===== config.mk =====
export PLATFORM = sky130hd
export DESIGN_NAME = reg_writeback
export DESIGN_NICKNAME = d
export VERILOG_FILES = /design/src/rtl/reg_writeback.sv
export SDC_FILE = /design/constraint.sdc
export NUM_CORES = 2
export LEC_CHECK = 0
export CAP_MARGIN = 40
export CORE_MARGIN = 1.5
export CORE_UTILIZATION = 51
export DETAILED_ROUTE_END_ITERATION = 10
export DONT_BUFFER_PORTS = 1
export PLACE_DENSITY = 0.65
export SKIP_LAST_GASP = 1
export SYNTH_ARGS = -nofsm -noshare
export SYNTH_HDL_FRONTEND = slang
export SYNTH_SLANG_ARGS = --single-unit

===== constraint.sdc =====
create_clock -name CLK -period 4.44 [get_ports CLK]
set_input_delay 1.332 -clock CLK [delete_from_list [all_inputs] [get_ports CLK]]
set_output_delay 1.332 -clock CLK [all_outputs]
set_load 0.01 [all_outputs]

===== src/rtl/reg_writeback.sv =====
// MIPS register-file write-back: buffers ALU results in a small in-order queue,
// commits one per cycle, and serves two combinational read ports with bypass.
module reg_writeback #(
   parameter int DEPTH = 2,
   parameter int CNT_W = 16
) (
   input  logic                         CLK,
   input  logic                         RESET,
   input  logic                         WB_VALID,
   output logic                         WB_READY,
   input  logic [4:0]                   WriteReg,
   input  logic [31:0]                  WriteData,
   input  logic                         DBG_WE,
   input  logic [4:0]                   DBG_ADDR,
   input  logic [31:0]                  DBG_DATA,
   input  logic [4:0]                   ReadReg1,
   input  logic [4:0]                   ReadReg2,
   output logic [31:0]                  A,
   output logic [31:0]                  B,
   output logic [$clog2(DEPTH+1)-1:0]   PENDING,
   output logic [CNT_W-1:0]             COMMIT_CNT
);

   localparam int PW = $clog2(DEPTH + 1);

   logic [31:0]      r_regs [32];
   logic [4:0]       r_qAddr [DEPTH];
   logic [31:0]      r_qData [DEPTH];
   logic [PW-1:0]    r_count;
   logic [CNT_W-1:0] r_commitCnt;

   logic             w_full;
   logic             w_push;
   logic             w_pop;
   logic [PW-1:0]    w_pushIdx;

   function automatic logic [31:0] resetImage(input int idx);
      case (idx)
         0:       resetImage = 32'd3;
         1:       resetImage = 32'd4;
         2:       resetImage = 32'd1;
         3:       resetImage = 32'd2;
         4:       resetImage = 32'd3;
         6:       resetImage = 32'd5;
         7:       resetImage = 32'hA;
         8:       resetImage = 32'd2;
         9:       resetImage = 32'hD;
         10:      resetImage = 32'hA;
         default: resetImage = 32'd0;
      endcase
   endfunction

   assign w_full    = (r_count == PW'(DEPTH));
   assign WB_READY  = !w_full && !RESET;
   assign w_push    = WB_VALID && WB_READY;
   assign w_pop     = (r_count != '0) && !DBG_WE;
   // After a pop the remaining entries shift down one slot, so the push lands one lower.
   assign w_pushIdx = r_count - PW'(w_pop);

   assign PENDING    = r_count;
   assign COMMIT_CNT = r_commitCnt;

   always_ff @(posedge CLK) begin
      if (RESET) begin
         for (int i = 0; i < 32; i++) begin
            r_regs[i] <= resetImage(i);
         end
         for (int i = 0; i < DEPTH; i++) begin
            r_qAddr[i] <= '0;
            r_qData[i] <= '0;
         end
         r_count     <= '0;
         r_commitCnt <= '0;
      end else begin
         if (DBG_WE) begin
            r_regs[DBG_ADDR] <= DBG_DATA;
         end else if (w_pop) begin
            r_regs[r_qAddr[0]] <= r_qData[0];
            r_commitCnt        <= r_commitCnt + 1'b1;
         end
         for (int i = 0; i < DEPTH; i++) begin
            if (w_pop && (i < DEPTH - 1)) begin
               r_qAddr[i] <= r_qAddr[i + 1];
               r_qData[i] <= r_qData[i + 1];
            end
            if (w_push && (w_pushIdx == PW'(i))) begin
               r_qAddr[i] <= WriteReg;
               r_qData[i] <= WriteData;
            end
         end
         r_count <= r_count + PW'(w_push) - PW'(w_pop);
      end
   end

   // Later slots are younger, so the last match in the scan wins.
   always_comb begin
      A = r_regs[ReadReg1];
      B = r_regs[ReadReg2];
      for (int i = 0; i < DEPTH; i++) begin
         if (PW'(i) < r_count) begin
            if (r_qAddr[i] == ReadReg1) A = r_qData[i];
            if (r_qAddr[i] == ReadReg2) B = r_qData[i];
         end
      end
   end

endmodule


==> out/qor.txt <==
Mapped Cells -> 4523
Max Clock Freq -> 187.1 MHz
Syn-to-layout area delta -> 16.55%
RSZ-0062 raised after global routing -> yes
syn nets -> 4614
internal power -> 19660 uW
Worst Max-Slew Pin Slew -> 1428 ps
Mapped Avg Cell Area -> 12.96 um2
Synth top area share -> 56.26%
pin count of the biggest net entering global routing -> 351
CP top delay family -> multiplexers
clock sinks -> 1116
dominant cell type by area after synthesis -> edfxtp_1
status -> finished with violations
Ys Warns -> 0
Num CTS Buffers -> 115
failing checks -> setup timing
Seq cells post-synth -> 1116
routability congestion estimate -> 0.9644
via count -> 43.68k
post-layout min period -> 5345 ps
endpoints failing setup -> 64
Pwr Total -> 27490 uW
DRC viols -> 0
Worst Hold Class -> reg2reg
DRT Wirelength -> 218600 um
Root Driver -> clkbuf_16
WS Path Type -> in2out
setup TNS -> -29930 ps
GRT overflow -> 0
CP Data Required Time -> 3110 ps
starting DRC count in detailed routing -> 7158
post-route ant nets -> 0
Critical path buffers and inverters -> 1
Net Sw Power -> 7838 uW
slew margin rel. -> 4.778%
FILL cells -> 8908
switching share of total power -> 28.51%
total global routing track utilization -> 35.55%
period utilization -> 120.4%
first-pass GRT wire length -> 295500 um
CP Max Fanout -> 350
Logic pwr share -> 18.2%
layout cells sized above 1 -> 28.10%
peak supply drop -> 0.0003133 V
Detail Placement HPWL -> 126200 um
Clk Latency, worst-skew pair -> 720 ps
die area -> 117000 um2
Clk pwr share -> 35.3%
CP Data Arrival Time -> 4010 ps
wire per inst -> 35.02 um
ranking of synthesized cells by area -> edfxtp_1, mux4_2, nor2_1
Pleak -> 0.02443 uW
crit-path max cell delay -> 960 ps
CTS tree -> yes
cell area power density -> 402.5 nW/um2
Seq/Total Area, Yosys -> 56.87%
Synth Cell Area -> 58610 um2
core region area -> 114200 um2
clk buf depth -> 3
fin nets -> 4718
Buffers on Ports -> 0
# rows -> 124
async set-reset flop share out of synthesis -> 0%
Flop pwr share -> 46.5%
Via density -> 6.998
vias in the first global route -> 41.15k
slack of the critical path -> -904.8 ps
Clk pin slew, worst setup/hold paths -> 60 ps
Initial Util -> 51.33%
die height -> 342 um
Netlist cell types -> 62
crit path launch type -> input port
leading register cell type out of synthesis -> edfxtp_1
io pins -> 171
Final Hold Fails -> 0
CP max stage cell -> mux4_2
H-tree Lvls -> 3
drt first pass iters -> 6
# Max-Cap Violations -> 0
die width -> 342 um
skew final -> 27.10 ps
initial antenna violation count -> 4
max-slew violation count -> 0
EDFF count, synth -> 1098
crit end category -> output pin
Critical Path, Cell by Cell -> mux4_2, mux2i_1, buf_4, nor2_1, nor4_1, a21oi_1
==> final cells by class <==
cell class | count | area [um2] | area share [%]
Sequential cell | 1116 | 33330 | 48.80
Multi-Input combinational cell | 2931 | 24660 | 36.10
Timing Repair Buffer | 454 | 4730 | 6.923
Clock buffer | 134 | 2970 | 4.348
Tap cell | 1512 | 1892 | 2.769
Clock inverter | 79 | 676.9 | 0.9909
Inverter | 9 | 35.03 | 0.05128
Antenna cell | 7 | 17.52 | 0.02564
==> registers in the layout, summed over array words and instances, names as in the netlist <==
name	cells
r_qAddr	10
COMMIT_CNT	16
r_regs	1024
r_qData	64
PENDING	2
==> stage by stage <==
step / hold WS [ps] / std cells / instance area [um2] / utilization (%) / worst slack [ps]
after detailed placement: 541.1 / 5977 / 62930 / 55.11 / -516.7
final: 547.8 / 6242 / 68310 / 59.82 / -904.8
after CTS: 549.9 / 6196 / 67250 / 58.89 / -97.64
after global routing: 577.8 / 6235 / 68290 / 59.81 / -468.2
after global placement: 531.1 / 5977 / 62930 / 55.11 / -550.3
after floorplan: 507.9 / 4523 / 58610 / - / 28.02
==> kinds of logic after synthesis <==
kind of cell	Yosys count	share of synthesized area, %
AO/OA/AOI/OAI	534	6.594
XOR/XNOR	35	0.5230
adder cells (fa/ha/maj)	3	0.06405
buffers and inverters	476	3.729
flip-flops	1116	56.87
multiplexers	769	21.08
AND/OR/NAND/NOR	1590	11.14
==> worst paths after layout <==
kind | from | end | slack (ps) | cells past startpoint
setup / recovery | ReadReg2[0] | B[3] | -900 | 6
hold / removal | COMMIT_CNT[1] | COMMIT_CNT[1] | 550 | 2
setup reg to reg | PENDING[0] | r_regs[17][26] | 910 | 7
hold reg to reg | COMMIT_CNT[1] | COMMIT_CNT[1] | 550 | 2
==> cell usage after synthesis (5+ instances only) <==
cell type	instances
buf_1	21
inv_1	6
buf_4	24
nor2b_1	15
clkbuf_1	290
buf_6	23
o31ai_1	5
and2_1	56
nand2_1	173
a41o_1	16
o311ai_0	11
o21ai_0	60
buf_2	108
nand4_1	19
xor2_1	18
a21oi_1	86
o2bb2ai_1	11
xnor2_1	17
a31oi_1	24
edfxtp_1	1098
and3_1	5
dfxtp_1	18
mux2_2	102
o221ai_1	29
a22oi_1	44
mux4_2	362
o211ai_1	14
o22ai_1	75
nand3_1	54
a211oi_1	25
mux2i_1	305
a221oi_1	59
nor4_1	22
nand2b_1	45
a32oi_1	5
a221o_1	34
a211o_1	24
nor2_1	1180
==> repair_timing <==
action,in CTS,in global routing
setup buffers,10,11
resized for setup,123,85
setup endpoints to repair,63,64
hold endpoints to repair,0,0
pin swaps,31,32
hold buffers,0,0
cloned,0,26
==> power groups by stage <==
stage               Sequential [uW]  Clock (uW)  Combinational, uW
floorplan                     12700           0               2730
global placement              12900           0               4420
detailed placement            13000           0               4450
CTS                           12700        9670               4580
global route                  12800       10000               5110
finish                        12800        9690               5010
==> routing by layer <==
| metal | track usage [%] | up-vias | share of wire, % | routed length, um |
|---|---|---|---|---|
| li1 | - | 17370 | - | - |
| met1 | 46.90 | 21840 | 34 | 74840 |
| met2 | 54.20 | 3755 | 45 | 97320 |
| met3 | 11.69 | 710 | 16 | 34850 |
| met4 | 14.87 | 8 | 5.2 | 11320 |
| met5 | 0.7353 | - | 0.13 | 278 |
==> layout by cell type (no fill, tap or decap), types with 19 or more instances in the layout <==
| cell | count |
|---|---|
| a221o_1 | 34 |
| nand3_2 | 26 |
| nand4_1 | 19 |
| edfxtp_1 | 1098 |
| o21ai_0 | 36 |
| a211oi_1 | 21 |
| nand2b_1 | 43 |
| a211o_1 | 22 |
| o22ai_1 | 75 |
| buf_6 | 20 |
| a221oi_2 | 21 |
| mux4_2 | 362 |
| clkinv_1 | 32 |
| mux2i_1 | 265 |
| buf_4 | 341 |
| mux2i_4 | 33 |
| clkbuf_16 | 131 |
| o221ai_1 | 28 |
| nand2_1 | 138 |
| mux2_2 | 102 |
| nand2_2 | 34 |
| buf_12 | 72 |
| a221oi_1 | 35 |
| nand3_1 | 28 |
| a22oi_1 | 39 |
| nor2_1 | 1154 |
| and2_1 | 55 |
| a21oi_1 | 83 |
| clkinv_2 | 33 |
| nor2_2 | 21 |
==> tightest hold or removal path, cell delays in order, from the launching register on <==
cell,delay (ps)
dfxtp_1,370
nand2_1,80
a21oi_1,60
Power figures use the tool's default switching activity.
